### src/rtl/mips_lsu_pkg.sv
// -----------------------------------------------------------------------------
// mips_lsu_pkg
// Shared definitions for the MIPS load/store unit: access-size encodings, the
// LSU FSM state type, and the lane/extraction helpers used by the datapath.
// No ports (package).
// -----------------------------------------------------------------------------
package mips_lsu_pkg;

   localparam logic [1:0] SZ_BYTE = 2'd0;
   localparam logic [1:0] SZ_HALF = 2'd1;
   localparam logic [1:0] SZ_WORD = 2'd2;   // 2'd3 (reserved) behaves as a word

   typedef enum logic [1:0] {
      ST_IDLE   = 2'd0,
      ST_ACCESS = 2'd1,
      ST_RESP   = 2'd2
   } lsu_state_e;

   // Little-endian byte-lane write mask for an access of the given size.
   function automatic logic [3:0] lane_mask(input logic [1:0] size, input logic [1:0] lo);
      logic [3:0] m;
      case (size)
         SZ_BYTE: m = 4'b0001 << lo;
         SZ_HALF: m = 4'b0011 << lo;
         default: m = 4'b1111;
      endcase
      return m;
   endfunction

   // Right-justified store data replicated so every candidate lane carries it.
   function automatic logic [31:0] store_repl(input logic [1:0] size, input logic [31:0] wdata);
      logic [31:0] d;
      case (size)
         SZ_BYTE: d = {4{wdata[7:0]}};
         SZ_HALF: d = {2{wdata[15:0]}};
         default: d = wdata;
      endcase
      return d;
   endfunction

   // Pick the addressed byte/half out of the read word and extend it to 32 bits.
   function automatic logic [31:0] load_extract(input logic [1:0] size, input logic sgn,
                                                 input logic [1:0] lo, input logic [31:0] word);
      logic [7:0]  b;
      logic [15:0] h;
      logic [31:0] r;
      b = word[{lo, 3'b000} +: 8];
      h = word[{lo[1], 4'b0000} +: 16];
      case (size)
         SZ_BYTE: r = {{24{sgn & b[7]}}, b};
         SZ_HALF: r = {{16{sgn & h[15]}}, h};
         default: r = word;
      endcase
      return r;
   endfunction

   // Natural alignment check; bytes are always aligned.
   function automatic logic misaligned(input logic [1:0] size, input logic [1:0] lo);
      logic m;
      case (size)
         SZ_BYTE: m = 1'b0;
         SZ_HALF: m = lo[0];
         default: m = (lo != 2'b00);
      endcase
      return m;
   endfunction

endpackage

### src/rtl/mips_lsu_align.sv
// -----------------------------------------------------------------------------
// lsu_align
// Purely combinational lane logic for the load/store unit.
// Ports:
//   i_size, i_addr_lo, i_signed : access descriptor
//   i_wdata                     : right-justified store data
//   i_rdata                     : raw word read from memory
//   o_mask                      : byte-lane write mask
//   o_wdata                     : store data replicated across lanes
//   o_rdata                     : extracted, extended load data
//   o_misalign                  : access is not naturally aligned
// -----------------------------------------------------------------------------
module lsu_align
   import mips_lsu_pkg::*;
(
   input  logic [1:0]  i_size,
   input  logic [1:0]  i_addr_lo,
   input  logic        i_signed,
   input  logic [31:0] i_wdata,
   input  logic [31:0] i_rdata,
   output logic [3:0]  o_mask,
   output logic [31:0] o_wdata,
   output logic [31:0] o_rdata,
   output logic        o_misalign
);

   assign o_mask     = lane_mask(i_size, i_addr_lo);
   assign o_wdata    = store_repl(i_size, i_wdata);
   assign o_rdata    = load_extract(i_size, i_signed, i_addr_lo, i_rdata);
   assign o_misalign = misaligned(i_size, i_addr_lo);

endmodule

### src/rtl/mips_lsu.sv
// -----------------------------------------------------------------------------
// mips_lsu
// Load/store unit between the MIPS execute stage and a variable-latency data
// memory. One transaction at a time: IDLE -> ACCESS -> RESP, or IDLE -> RESP
// directly for a misaligned request. All outputs are registered.
// Ports:
//   i_clk, i_rst_b       : clock, synchronous active-high reset
//   i_req_*, o_req_ready : request from the core (accepted only in IDLE)
//   o_resp_valid/rdata   : one-cycle completion pulse with extended load data
//   o_excpt_adel/ades/dbe, o_bad_addr : exception report, valid with resp
//   o_mem_*, i_mem_*     : word-addressed memory req/ack interface
// -----------------------------------------------------------------------------
module mips_lsu
   import mips_lsu_pkg::*;
#(
   parameter int unsigned MEM_TIMEOUT = 16,
   parameter int unsigned CNT_W       = 8
)(
   input  logic        i_clk,
   input  logic        i_rst_b,
   input  logic        i_req_valid,
   output logic        o_req_ready,
   input  logic        i_req_we,
   input  logic [1:0]  i_req_size,
   input  logic        i_req_signed,
   input  logic [31:0] i_req_addr,
   input  logic [31:0] i_req_wdata,
   output logic        o_resp_valid,
   output logic [31:0] o_resp_rdata,
   output logic        o_excpt_adel,
   output logic        o_excpt_ades,
   output logic        o_excpt_dbe,
   output logic [31:0] o_bad_addr,
   output logic        o_mem_req,
   output logic [29:0] o_mem_addr,
   output logic [31:0] o_mem_data_in,
   output logic [3:0]  o_mem_write_en,
   input  logic [31:0] i_mem_data_out,
   input  logic        i_mem_ack,
   input  logic        i_mem_excpt
);

   localparam logic [CNT_W-1:0] CNT_LAST = CNT_W'(MEM_TIMEOUT - 1);
   localparam logic [CNT_W-1:0] CNT_MAX  = {CNT_W{1'b1}};

   lsu_state_e        r_state, w_state_nxt;
   logic [31:0]       r_addr, w_addr_nxt;
   logic [1:0]        r_size, w_size_nxt;
   logic              r_signed, w_signed_nxt;
   logic              r_is_store, w_is_store_nxt;
   logic [CNT_W-1:0]  r_cnt, w_cnt_nxt;

   logic              r_req_ready, w_req_ready_nxt;
   logic              r_resp_valid, w_resp_valid_nxt;
   logic [31:0]       r_resp_rdata, w_resp_rdata_nxt;
   logic              r_adel, w_adel_nxt;
   logic              r_ades, w_ades_nxt;
   logic              r_dbe, w_dbe_nxt;
   logic [31:0]       r_bad_addr, w_bad_addr_nxt;
   logic              r_mem_req, w_mem_req_nxt;
   logic [29:0]       r_mem_addr, w_mem_addr_nxt;
   logic [31:0]       r_mem_din, w_mem_din_nxt;
   logic [3:0]        r_mem_we, w_mem_we_nxt;

   // Lane logic sees the live request while IDLE and the latched one afterwards.
   logic [1:0]        w_size;
   logic [1:0]        w_lo;
   logic              w_signed;
   logic [3:0]        w_mask;
   logic [31:0]       w_st_data;
   logic [31:0]       w_ld_data;
   logic              w_misalign;

   assign w_size   = (r_state == ST_IDLE) ? i_req_size      : r_size;
   assign w_lo     = (r_state == ST_IDLE) ? i_req_addr[1:0] : r_addr[1:0];
   assign w_signed = (r_state == ST_IDLE) ? i_req_signed    : r_signed;

   lsu_align u_align (
      .i_size     (w_size),
      .i_addr_lo  (w_lo),
      .i_signed   (w_signed),
      .i_wdata    (i_req_wdata),
      .i_rdata    (i_mem_data_out),
      .o_mask     (w_mask),
      .o_wdata    (w_st_data),
      .o_rdata    (w_ld_data),
      .o_misalign (w_misalign)
   );

   // Next-state and next-output logic for the LSU FSM.
   always_comb begin
      w_state_nxt      = r_state;
      w_addr_nxt       = r_addr;
      w_size_nxt       = r_size;
      w_signed_nxt     = r_signed;
      w_is_store_nxt   = r_is_store;
      w_cnt_nxt        = r_cnt;
      w_req_ready_nxt  = r_req_ready;
      w_resp_valid_nxt = 1'b0;
      w_resp_rdata_nxt = r_resp_rdata;
      w_adel_nxt       = r_adel;
      w_ades_nxt       = r_ades;
      w_dbe_nxt        = r_dbe;
      w_bad_addr_nxt   = r_bad_addr;
      w_mem_req_nxt    = r_mem_req;
      w_mem_addr_nxt   = r_mem_addr;
      w_mem_din_nxt    = r_mem_din;
      w_mem_we_nxt     = r_mem_we;

      case (r_state)
         ST_IDLE: begin
            if (i_req_valid) begin
               w_req_ready_nxt = 1'b0;
               w_addr_nxt      = i_req_addr;
               w_size_nxt      = i_req_size;
               w_signed_nxt    = i_req_signed;
               w_is_store_nxt  = i_req_we;
               if (w_misalign) begin
                  // Report immediately; memory is never touched.
                  w_state_nxt      = ST_RESP;
                  w_resp_valid_nxt = 1'b1;
                  w_resp_rdata_nxt = 32'h0000_0000;
                  w_adel_nxt       = ~i_req_we;
                  w_ades_nxt       = i_req_we;
                  w_dbe_nxt        = 1'b0;
                  w_bad_addr_nxt   = i_req_addr;
               end else begin
                  w_state_nxt    = ST_ACCESS;
                  w_mem_req_nxt  = 1'b1;
                  w_mem_addr_nxt = i_req_addr[31:2];
                  w_mem_din_nxt  = w_st_data;
                  w_mem_we_nxt   = i_req_we ? w_mask : 4'b0000;
                  w_cnt_nxt      = {CNT_W{1'b0}};
               end
            end else begin
               w_req_ready_nxt = 1'b1;
            end
         end

         ST_ACCESS: begin
            if (i_mem_ack) begin
               w_state_nxt      = ST_RESP;
               w_resp_valid_nxt = 1'b1;
               w_mem_req_nxt    = 1'b0;
               w_mem_we_nxt     = 4'b0000;
               w_dbe_nxt        = i_mem_excpt;
               if (i_mem_excpt) begin
                  w_resp_rdata_nxt = 32'h0000_0000;
                  w_bad_addr_nxt   = r_addr;
               end else begin
                  w_resp_rdata_nxt = r_is_store ? 32'h0000_0000 : w_ld_data;
               end
            end else if (r_cnt == CNT_LAST) begin
               // Memory never answered: give up and report a bus error.
               w_state_nxt      = ST_RESP;
               w_resp_valid_nxt = 1'b1;
               w_mem_req_nxt    = 1'b0;
               w_mem_we_nxt     = 4'b0000;
               w_dbe_nxt        = 1'b1;
               w_resp_rdata_nxt = 32'h0000_0000;
               w_bad_addr_nxt   = r_addr;
            end else begin
               w_cnt_nxt = (r_cnt != CNT_MAX) ? r_cnt + {{(CNT_W-1){1'b0}}, 1'b1} : r_cnt;
            end
         end

         ST_RESP: begin
            w_state_nxt      = ST_IDLE;
            w_req_ready_nxt  = 1'b1;
            w_resp_rdata_nxt = 32'h0000_0000;
            w_adel_nxt       = 1'b0;
            w_ades_nxt       = 1'b0;
            w_dbe_nxt        = 1'b0;
         end

         default: begin
            w_state_nxt      = ST_IDLE;
            w_req_ready_nxt  = 1'b1;
            w_resp_rdata_nxt = 32'h0000_0000;
            w_adel_nxt       = 1'b0;
            w_ades_nxt       = 1'b0;
            w_dbe_nxt        = 1'b0;
            w_mem_req_nxt    = 1'b0;
            w_mem_we_nxt     = 4'b0000;
         end
      endcase
   end

   // State, latched request and registered outputs.
   always_ff @(posedge i_clk) begin
      if (i_rst_b) begin
         r_state      <= ST_IDLE;
         r_addr       <= 32'h0000_0000;
         r_size       <= 2'b00;
         r_signed     <= 1'b0;
         r_is_store   <= 1'b0;
         r_cnt        <= {CNT_W{1'b0}};
         r_req_ready  <= 1'b1;
         r_resp_valid <= 1'b0;
         r_resp_rdata <= 32'h0000_0000;
         r_adel       <= 1'b0;
         r_ades       <= 1'b0;
         r_dbe        <= 1'b0;
         r_bad_addr   <= 32'h0000_0000;
         r_mem_req    <= 1'b0;
         r_mem_addr   <= 30'h0000_0000;
         r_mem_din    <= 32'h0000_0000;
         r_mem_we     <= 4'b0000;
      end else begin
         r_state      <= w_state_nxt;
         r_addr       <= w_addr_nxt;
         r_size       <= w_size_nxt;
         r_signed     <= w_signed_nxt;
         r_is_store   <= w_is_store_nxt;
         r_cnt        <= w_cnt_nxt;
         r_req_ready  <= w_req_ready_nxt;
         r_resp_valid <= w_resp_valid_nxt;
         r_resp_rdata <= w_resp_rdata_nxt;
         r_adel       <= w_adel_nxt;
         r_ades       <= w_ades_nxt;
         r_dbe        <= w_dbe_nxt;
         r_bad_addr   <= w_bad_addr_nxt;
         r_mem_req    <= w_mem_req_nxt;
         r_mem_addr   <= w_mem_addr_nxt;
         r_mem_din    <= w_mem_din_nxt;
         r_mem_we     <= w_mem_we_nxt;
      end
   end

   assign o_req_ready    = r_req_ready;
   assign o_resp_valid   = r_resp_valid;
   assign o_resp_rdata   = r_resp_rdata;
   assign o_excpt_adel   = r_adel;
   assign o_excpt_ades   = r_ades;
   assign o_excpt_dbe    = r_dbe;
   assign o_bad_addr     = r_bad_addr;
   assign o_mem_req      = r_mem_req;
   assign o_mem_addr     = r_mem_addr;
   assign o_mem_data_in  = r_mem_din;
   assign o_mem_write_en = r_mem_we;

endmodule

### config.mk
export PLATFORM = sky130hd
export DESIGN_NAME = mips_lsu
export DESIGN_NICKNAME = d
export VERILOG_FILES = /design/src/rtl/mips_lsu_pkg.sv /design/src/rtl/mips_lsu_align.sv /design/src/rtl/mips_lsu.sv
export SDC_FILE = /design/constraint.sdc
export NUM_CORES = 1
export LEC_CHECK = 0
export CORE_MARGIN = 3
export CORE_UTILIZATION = 43
export DETAILED_ROUTE_END_ITERATION = 10
export GPL_TIMING_DRIVEN = 0
export HOLD_SLACK_MARGIN = 0.1
export PLACE_DENSITY = 0.77
export SYNTH_ARGS = -nofsm -noshare
export SYNTH_HDL_FRONTEND = slang
export SYNTH_HIERARCHICAL = 1
export SYNTH_SLANG_ARGS = --single-unit
### constraint.sdc
create_clock -name i_clk -period 2.9 [get_ports i_clk]
set_input_delay 0.29 -clock i_clk [delete_from_list [all_inputs] [get_ports i_clk]]
set_output_delay 0.29 -clock i_clk [all_outputs]
set_load 0.01 [all_outputs]
==> results.json <==
{
  "cts_root_buf": "clkbuf_16",
  "met1_length_mm": 11.49,
  "rrSetupSlack_ns": 0.11,
  "setup_viol": 0,
  "synth_top_area_cell": "dfxtp_1",
  "antenna_found_initial": 0,
  "tightest_slew_ns": 1.047,
  "yosys_warnings": 6,
  "crit_fanout": 10,
  "wl_met3_mm": 2.041,
  "syn_to_final_growth_pct": 42.65,
  "hold_path_class": "input port to register",
  "fin_util": 0.6341,
  "cts_tree": "built",
  "io_buffers": 240,
  "die_w_microns": 143.2,
  "fmax_ghz": 0.3581,
  "drc": 0,
  "yosys.area.top_type_share": 0.4501,
  "overflow": 0,
  "hold_ws_ns": 0.4207,
  "htreeDepth": 4,
  "r2r_cells": 12,
  "crit_chain": "buf_6 -> nor2_4 -> buf_4 -> mux2_2 -> buf_4 -> nand2_1 -> nand2_2 -> buf_12 -> nand2b_2 -> clkbuf_2 -> nand2_1 -> a21oi_1",
  "critPathKind": "register to register",
  "critPathMaxStageDelay_ns": 0.41,
  "fillerInstances": 1526,
  "cts.sink_count": 182,
  "finalHoldViolCount": 0,
  "wl_per_cell_microns": 18.89,
  "timing.final.crit_period_ns": 2.792,
  "finalInstanceArea_sq_um": 11550,
  "final_nets": 1316,
  "ir_drop_uv": 445.3,
  "dr.max_layer_used": "met4",
  "maxCapViolations": 0,
  "holdBufCountCts": 0,
  "grt_max_degree": 20,
  "final.setup_skew_ns": 0.01189,
  "cp_slowest_cell": "mux2_2",
  "grt_pass1_wl_mm": 42.49,
  "syn_inst": 949,
  "cp_data_required_time_ns": 3.19,
  "outcome": "complete, no violations",
  "startpoint_type": "register",
  "ys.flop_type": "dfxtp_1",
  "num_rows": 49,
  "crit_arrival_ns": 3.09,
  "synthTopCellsByArea": "dfxtp_1, nand2_1, a21oi_1",
  "pwr_density_cell_nw_per_um2": 699.1,
  "final.setup.tns_ns": 0,
  "whs_path_depth": 3,
  "place_congestion": 0.8821,
  "grt_pass1_vias": 7794,
  "synth_edf_count": 0,
  "slew_violations": 0,
  "p_leak_uw": 0.004429,
  "endpoint_kind": "register",
  "ys_ff_latch": 182,
  "diodes": 0,
  "crit_start": "r_state[0]",
  "clock_path_buffers": 2,
  "start_util": 0.4445,
  "synth_area_sq_um": 8094,
  "relSlewSlack": 0.2954,
  "drive_above_1_share": 0.1047,
  "placedCellCount": 1418,
  "dpl.hpwl_mm": 19.96,
  "via_per_inst": 5.628,
  "register_area_sq_um": 3645,
  "r2r_start": "r_state[0]",
  "postPlaceCellArea_sq_um": 10790,
  "ys_types": 56,
  "yosysSeqAreaShare": 0.4501,
  "coreArea_sq_um": 18210,
  "boundaryPins": 241,
  "fin_crit_sh": 0.9628,
  "ant_nets": 0,
  "wirelength_mm": 27.44,
  "cts_buffers": 17,
  "insertion_delay_ns": 0.44,
  "dieArea_sq_um": 20500,
  "multi_input_area_sq_um": 4015,
  "vias": 8172,
  "routed-wl-met2_mm": 13.40,
  "drtPass1Iterations": 5,
  "async_reset_ff_frac": 0,
  "dieHeight_microns": 143.2,
  "avgSynthCellArea_sq_um": 8.529,
  "clkTransAtPathRegs_ns": 0.08,
  "stdcell_count": 1452,
  "final_cell_mix": "nand2_1, clkdlybuf4s50_1, dfxtp_1",
  "drt-initial-drc-count": 644,
  "grt.total_usage": 0.2615,
  "synth_fp_nets": 1055,
  "hold_start": "i_req_signed",
  "layout_commonest_cell": "nand2_1"
}
worst paths after layout:
| kind | endpoint |
|---|---|
| worst max register to register | o_mem_addr[24] |
| worst min-delay path | r_signed |
| worst max-delay path | o_mem_addr[24] |
| worst min register to register | o_mem_data_in[29] |
where the power goes:
group          total [uW]  switching [uW]  leakage [uW]  internal [uW]
Sequential           2950             166       0.00149           2790
Clock                2490            1160      0.000310           1340
Combinational        2620            1420       0.00263           1200
Total                8070            2740       0.00443           5330
cells in the mapped netlist, types with 13 or more instances:
cell type    n
nand2_1    244
dfxtp_1    182
a21oi_1    111
clkbuf_1    51
mux2i_1     44
a22o_1      35
a31oi_1     34
a311oi_1    33
buf_2       30
mux2_2      21
nor2_1      17
o21ai_0     15
buf_4       13
per-stage QoR:
stage | worst slack [ns] | total power, uW
finish | 0.1078 | 8071
floorplan | -0.01133 | 4402
global route | -0.01802 | 8436
global placement | -0.7833 | 5458
detailed placement | -0.8356 | 5489
CTS | 0.01370 | 8046
registers in the layout, summed over array words and instances (netlist names), 2 cells and up:
register / count
o_bad_addr: 32
o_mem_addr: 30
o_mem_data_in: 32
o_mem_write_en: 4
o_resp_rdata: 32
r_addr: 32
r_cnt: 8
r_size: 2
r_state: 2
area by class of cell:
type / count / share of cell area
Buffer: 90 / 0.03869
Clock buffer: 18 / 0.03717
Tap cell: 229 / 0.02482
Multi-Input combinational cell: 663 / 0.3477
Timing Repair Buffer: 247 / 0.2148
Inverter: 9 / 0.002926
Clock inverter: 14 / 0.01821
Sequential cell: 182 / 0.3157
layer usage:
metal  vias up  GRT usage
li1       3913          -
met1      3888     0.3490
met2       331     0.4273
met3        40    0.05928
met4         0    0.07204
met5         -          0
worst max-delay path, delay by kind of cell (launching register included):
| kind | cells | cell delay [ns] |
|---|---|---|
| AOI/OAI and AO/OA | 1 | 0.06 |
| DFF | 1 | 0.35 |
| muxes | 1 | 0.41 |
| and+or+nand+nor | 5 | 0.82 |
| buffers and inverters | 5 | 1.00 |
kinds of logic after synthesis:
group / count (synthesis) / share of synthesized area
simple gates: 315 / 0.1654
compound gates: 281 / 0.2376
flops: 182 / 0.4501
buf+inv: 104 / 0.05889
mux: 66 / 0.08641
fa+ha+maj: 1 / 0.001546
what timing repair did:
item | 4_1_cts | 5_1_grt
setup endpoints to repair | 143 | 129
buffers inserted | 7 | 0
pin swaps | 3 | 2
gates resized for setup | 14 | 11
(Power assumes the default switching activity.)
